[config.mk]
export PLATFORM = sky130hd
export DESIGN_NAME = mem_arbiter
export DESIGN_NICKNAME = d
export VERILOG_FILES = /design/src/rtl/mem_arbiter.sv
export SDC_FILE = /design/constraint.sdc
export NUM_CORES = 1
export LEC_CHECK = 0
export ABC_CLOCK_PERIOD_IN_PS = 21700
export BUFFER_PORTS_ARGS = -buffer_cell sky130_fd_sc_hd__buf_2
export CORE_MARGIN = 4
export CORE_UTILIZATION = 40
export DETAILED_ROUTE_END_ITERATION = 8
export GPL_ROUTABILITY_DRIVEN = 0
export SLEW_MARGIN = 0
export SYNTH_ARGS = -nofsm -noshare
export SYNTH_HDL_FRONTEND = slang
export SYNTH_SLANG_ARGS = --single-unit
[constraint.sdc]
create_clock -name clk -period 21.7 [get_ports clk]
set_input_delay 5.425 -clock clk [delete_from_list [all_inputs] [get_ports clk]]
set_output_delay 5.425 -clock clk [all_outputs]
set_load 0.05 [all_outputs]
[src/rtl/mem_arbiter.sv]
// Two-port memory arbiter: each requester gets a one-entry posted-write
// buffer and a blocking read path to a single RAM port. Writes and reads
// share the RAM through a round-robin FSM with registered outputs.
module mem_arbiter #(
    parameter int ADDR_W  = 16,
    parameter int TIMEOUT = 64
) (
    input  logic              clk,
    input  logic              rst,
    input  logic              p0_rd_en,
    input  logic [ADDR_W-1:0] p0_addr,
    input  logic              p0_wr_en,
    input  logic [31:0]       p0_wr_data,
    output logic [31:0]       p0_rd_data,
    output logic              p0_rd_valid,
    input  logic              p1_rd_en,
    input  logic [ADDR_W-1:0] p1_addr,
    input  logic              p1_wr_en,
    input  logic [31:0]       p1_wr_data,
    output logic [31:0]       p1_rd_data,
    output logic              p1_rd_valid,
    output logic              ram_rd_en,
    output logic [ADDR_W-1:0] ram_addr,
    output logic              ram_wr_en,
    output logic [31:0]       ram_wr_data,
    input  logic [31:0]       ram_rd_data,
    input  logic              ram_rd_valid,
    output logic              busy,
    output logic              grant,
    output logic [1:0]        err
);

    localparam int               CNT_W        = (TIMEOUT > 1) ? $clog2(TIMEOUT) : 1;
    localparam logic [CNT_W-1:0] CNT_LAST     = CNT_W'(TIMEOUT - 1);
    localparam logic [31:0]      TIMEOUT_DATA = 32'hDEAD_BEEF;

    typedef enum logic [1:0] {IDLE, RD, RD_DONE, WR} state_t;

    // Per-port request vectors, indexed by port number
    logic [1:0]                   rd_en;
    logic [1:0]                   wr_en;
    logic [1:0][ADDR_W-1:0]       addr_in;
    logic [1:0][31:0]             wr_data_in;

    assign rd_en      = {p1_rd_en, p0_rd_en};
    assign wr_en      = {p1_wr_en, p0_wr_en};
    assign addr_in    = {p1_addr, p0_addr};
    assign wr_data_in = {p1_wr_data, p0_wr_data};

    // Write buffers
    logic [1:0]                   pend_q;
    logic [1:0][ADDR_W-1:0]       wb_addr_q;
    logic [1:0][31:0]             wb_data_q;
    logic                         ovf_q;
    logic [1:0]                   issue_wr;

    // FSM state and registered outputs
    state_t                       state_q, state_d;
    logic                         ram_rd_en_q, ram_rd_en_d;
    logic [ADDR_W-1:0]            ram_addr_q, ram_addr_d;
    logic                         ram_wr_en_q, ram_wr_en_d;
    logic [31:0]                  ram_wr_data_q, ram_wr_data_d;
    logic [1:0][31:0]             rd_data_q, rd_data_d;
    logic [1:0]                   rd_valid_q, rd_valid_d;
    logic                         busy_q, busy_d;
    logic                         grant_q, grant_d;
    logic                         last_q, last_d;
    logic                         tmo_q, tmo_d;
    logic [CNT_W-1:0]             cnt_q, cnt_d;
    logic [1:0]                   cand;
    logic                         sel;

    // Next-state and next-output logic for the arbiter FSM
    always_comb begin
        // NOTE: every signal assigned here gets a default first, so no path leaves one unassigned and no latch is inferred.
        state_d       = state_q;
        ram_rd_en_d   = ram_rd_en_q;
        ram_addr_d    = ram_addr_q;
        ram_wr_en_d   = 1'b0;
        ram_wr_data_d = ram_wr_data_q;
        rd_data_d     = rd_data_q;
        rd_valid_d    = 2'b00;
        grant_d       = grant_q;
        last_d        = last_q;
        tmo_d         = tmo_q;
        cnt_d         = cnt_q;
        issue_wr      = 2'b00;
        cand          = pend_q | rd_en;
        sel           = 1'b0;

        unique case (state_q)
            IDLE: begin
                if (cand != 2'b00) begin
                    // Tie goes to the port that did not own the last grant
                    sel     = (cand == 2'b11) ? ~last_q : cand[1];
                    grant_d = sel;
                    last_d  = sel;
                    if (pend_q[sel]) begin
                        // Pending write beats the same port's read
                        issue_wr[sel] = 1'b1;
                        state_d       = WR;
                        ram_wr_en_d   = 1'b1;
                        ram_addr_d    = wb_addr_q[sel];
                        ram_wr_data_d = wb_data_q[sel];
                    end else begin
                        state_d     = RD;
                        ram_rd_en_d = 1'b1;
                        ram_addr_d  = addr_in[sel];
                        cnt_d       = '0;
                    end
                end
            end
            RD: begin
                if (ram_rd_valid) begin
                    ram_rd_en_d          = 1'b0;
                    rd_data_d[grant_q]   = ram_rd_data;
                    rd_valid_d[grant_q]  = 1'b1;
                    state_d              = RD_DONE;
                end else if (cnt_q == CNT_LAST) begin
                    ram_rd_en_d          = 1'b0;
                    rd_data_d[grant_q]   = TIMEOUT_DATA;
                    rd_valid_d[grant_q]  = 1'b1;
                    tmo_d                = 1'b1;
                    state_d              = RD_DONE;
                end else begin
                    cnt_d = cnt_q + CNT_W'(1);
                end
            end
            RD_DONE: state_d = IDLE;
            WR:      state_d = IDLE;
            default: state_d = IDLE;
        endcase

        busy_d = (state_d != IDLE);
    end

    // FSM state and output registers
    always_ff @(posedge clk or posedge rst) begin
        if (rst) begin
            state_q       <= IDLE;
            ram_rd_en_q   <= 1'b0;
            ram_addr_q    <= '0;
            ram_wr_en_q   <= 1'b0;
            ram_wr_data_q <= '0;
            rd_data_q     <= '0;
            rd_valid_q    <= 2'b00;
            busy_q        <= 1'b0;
            grant_q       <= 1'b0;
            last_q        <= 1'b1;
            tmo_q         <= 1'b0;
            cnt_q         <= '0;
        end else begin
            // NOTE: non-blocking assignments so every register samples pre-edge values, independent of statement order.
            state_q       <= state_d;
            ram_rd_en_q   <= ram_rd_en_d;
            ram_addr_q    <= ram_addr_d;
            ram_wr_en_q   <= ram_wr_en_d;
            ram_wr_data_q <= ram_wr_data_d;
            rd_data_q     <= rd_data_d;
            rd_valid_q    <= rd_valid_d;
            busy_q        <= busy_d;
            grant_q       <= grant_d;
            last_q        <= last_d;
            tmo_q         <= tmo_d;
            cnt_q         <= cnt_d;
        end
    end

    // Write buffers: load on each pulse, drop a pulse that would overwrite an unissued entry
    always_ff @(posedge clk or posedge rst) begin
        if (rst) begin
            // NOTE: the small buffer arrays are reset too, so ram_wr_data never carries X from an empty entry.
            pend_q    <= 2'b00;
            wb_addr_q <= '0;
            wb_data_q <= '0;
            ovf_q     <= 1'b0;
        end else begin
            for (int i = 0; i < 2; i++) begin
                if (wr_en[i] && pend_q[i] && !issue_wr[i]) begin
                    ovf_q <= 1'b1;
                end else if (wr_en[i]) begin
                    pend_q[i]    <= 1'b1;
                    wb_addr_q[i] <= addr_in[i];
                    wb_data_q[i] <= wr_data_in[i];
                end else if (issue_wr[i]) begin
                    pend_q[i] <= 1'b0;
                end
            end
        end
    end

    assign p0_rd_data  = rd_data_q[0];
    assign p1_rd_data  = rd_data_q[1];
    assign p0_rd_valid = rd_valid_q[0];
    assign p1_rd_valid = rd_valid_q[1];
    assign ram_rd_en   = ram_rd_en_q;
    assign ram_addr    = ram_addr_q;
    assign ram_wr_en   = ram_wr_en_q;
    assign ram_wr_data = ram_wr_data_q;
    assign busy        = busy_q;
    assign grant       = grant_q;
    assign err         = {ovf_q, tmo_q};

endmodule

==> impl_metrics.json <==
{
  "run_status": "finished, final reports clean",
  "syn_area_um2": 9642,
  "tightestPinTransition_ns": 1.130,
  "syn_nets": 910,
  "synth_cells": 774,
  "wl_per_cell_um": 17.74,
  "nNetsFinal": 1141,
  "yosys-top-cells-count": "226 x dfrtp_1, 106 x o21ai_0, 76 x mux2_2, 69 x nand2_1, 51 x mux2i_1",
  "slew_violations": 0,
  "max_slew_margin": 0.2467,
  "dpl.cell_count": 1296,
  "finalCritPeriodShare": 0.3439,
  "required_ns": 22.09,
  "synth_cell_types": 50,
  "start_util": 0.4083,
  "synth_ff_type": "dfrtp_1",
  "cts_sinks": 227,
  "portBuffers": 254,
  "initialDrtViolationCount": 343,
  "cts_tree": "yes",
  "timing.fmax_ghz": 0.1340,
  "ys_warn_count": 0,
  "maxCapViolations": 0,
  "syn_avg_cell_area_um2": 12.46,
  "vias": 6758,
  "cts_buffers": 26,
  "nFillCells": 2205,
  "synth_top_area_cell": "dfrtp_1",
  "async_flop_share": 1.000,
  "hold_buffers": 0,
  "drive_gt1_frac": 0.4018,
  "overflow": 0,
  "multi_input_area_um2": 3642,
  "die_area_um2": 26650,
  "cp_slowest_cell": "o21a_4",
  "grt_busiest_layer": "met2",
  "met3_usage": 0.04820,
  "regArea_um2": 5682,
  "synth_top_cell_area_share": 0.5866,
  "cts_root_buf": "clkbuf_16",
  "totalWireLength_um": 23820,
  "p_per_area_nw_per_um2": 184.9,
  "worstSetupPathType": "input pin to register",
  "place_ws_ns": 13.69,
  "grt_pass1_vias": 6956,
  "top_level_ports": 255,
  "post-route-min-period_ns": 7.462,
  "skew_ns": 0.01045,
  "h-tree-depth": 1,
  "worst_slack_ns": 14.24,
  "rsz0062_at_grt": "false",
  "yosysMostFrequentCell": "dfrtp_1",
  "worstSkewPairLatency_ns": 0.51,
  "dp_hpwl_um": 15600,
  "postCtsSetupBuffers": 0,
  "drt-pass1-iter-count": 4,
  "grt_first_pass_wirelength_um": 37960,
  "cts.repair.resized": 0,
  "dieWidth_um": 163.3,
  "fin_setup_tns_ns": 0,
  "coreArea_um2": 23610,
  "ant_nets": 0,
  "ys_seq_area_frac": 0.5893,
  "cts_buffer_depth": 3,
  "crit_family": "compound AO/OA/AOI/OAI gates",
  "grt_util_met1": 0.2354,
  "cts.reportedPaths.clkPinSlew_ns": 0.05,
  "viasPerCell": 5.032,
  "hold_start": "ovf_q",
  "startpoint": "p1_rd_en",
  "hold_viol": 0,
  "grt_max_degree": 149,
  "total_power_mw": 2.214,
  "p_leak_nw": 5.744,
  "drcViolationCount": 0,
  "irDropWorstVdd_v": 0.00007654,
  "crit_path_end_kind": "register",
  "synthToLayoutAreaGrowth_pct": 24.22,
  "slowest_delay_ns": 0.80,
  "critPathBufInv": 1,
  "ys_seq_elements": 227,
  "worstPathCellList": "buf_2 -> or2_1 -> a211oi_4 -> o21a_4 -> mux2_2",
  "final_util": 0.5072,
  "startpoint_type": "input pin",
  "finalSetupViolations": 0,
  "die_h_um": 163.3,
  "crit_fanout": 48,
  "synth_edf_count": 0,
  "grt_usage": 0.1742,
  "finalNonFillerCells": 1343,
  "grt_antenna_before_repair": 5,
  "cp_data_arrival_time_ns": 7.85,
  "grt_use_met2": 0.2851,
  "row_count": 56,
  "hp-class": "register to register",
  "r2r-start": "pend_q[0]",
  "synth_area_leaders": "dfrtp_1 59%, mux2_2 8.9%, o21ai_0 5.5%"
}
==> metal layers <==
layer	vias up	wire length, µm
met3	32	1854
li1	3221	-
met4	8	318
met2	201	11050
met1	3296	10550
met5	-	47
==> power by group <==
group | leakage, nW | internal (mW) | switching, mW
clock network | 0.447 | 0.282 | 0.169
registers | 2.71 | 0.636 | 0.121
logic | 2.59 | 0.330 | 0.677
total | 5.74 | 1.25 | 0.966
==> stage by stage <==
stage / hold slack (ns) / instance area (µm²)
after CTS: 0.4694 / 11970
after global placement: 0.4435 / 11080
after detailed placement: 0.4515 / 11080
final: 0.4703 / 11980
after floorplan: 0.4289 / 9642
after global routing: 0.4860 / 11980
==> sequential cells by signal (all words and copies together), names as in the netlist <==
signal       count
busy             1
state_q          2
p1_rd_data      32
ram_wr_data     32
tmo_q            1
ovf_q            1
ram_wr_en        1
rd_valid_q       2
p0_rd_data      32
ram_addr        16
pend_q           2
grant            1
last_q           1
cnt_q            6
ram_rd_en        1
wb_addr_q       32
wb_data_q       64
==> layout by cell type (no fill, tap or decap), types with 2 or more instances in the layout <==
master     netlist  final
and3_1           4      4
nand3_1          2      2
clkbuf_1        26      4
mux2_4          20     20
o21ai_0        106    106
nand4_1          4      4
nor2_1          21     21
nand2b_1         3      3
o21ai_1          5      5
buf_4            5      6
clkbuf_16        0     27
dfrtp_1        226    226
a211oi_1        33     33
or2_1            3      3
o211ai_1         3      3
nand2_2          0      2
a22o_1          16     16
nor3b_1          2      2
bufinv_16        0      3
buf_2           19    254
o211a_1         16     16
o221ai_1         2      2
mux2_2          76     76
clkinv_2         0      5
clkbuf_8         0      6
nor2b_1         25     25
inv_1            8      7
nand2_1         69     67
mux2i_1         51     51
==> cells by family after synthesis <==
kind of cell,after synthesis,synth area share
DFF,227,0.5893
AOI/OAI and AO/OA,195,0.1329
muxes,147,0.1729
and+or+nand+nor,139,0.06865
buffers and inverters,65,0.03504
adders and majority gates,1,0.001297
==> final timing paths <==
kind                                   to  slack (ns)  cells past startpoint
min in group asynchronous  p1_rd_data[10]        5.13                      2
hold reg to reg                     ovf_q        0.47                      1
setup reg to reg            wb_addr_q[13]       18.23                      4
setup / recovery            wb_addr_q[13]       14.24                      5
max in group asynchronous   wb_data_q[14]       14.86                      3
hold / removal                      ovf_q        0.47                      1
==> cell type report <==
class                           instances  share of cell area
Inverter                                8            0.003134
Timing Repair Buffer                  260              0.1099
Clock inverter                          9             0.01034
Multi-Input combinational cell        482              0.3041
Tap cell                              319             0.03333
Antenna cell                            1           0.0002089
Clock buffer                           37             0.06456
Sequential cell                       227              0.4744
==> worst register-to-register path, delay by kind of cell (launching register included) <==
family / cells / cell delay, ns
mux: 1 / 0.44
flops: 1 / 0.95
compound gates: 3 / 1.96
(Power assumes the default switching activity.)
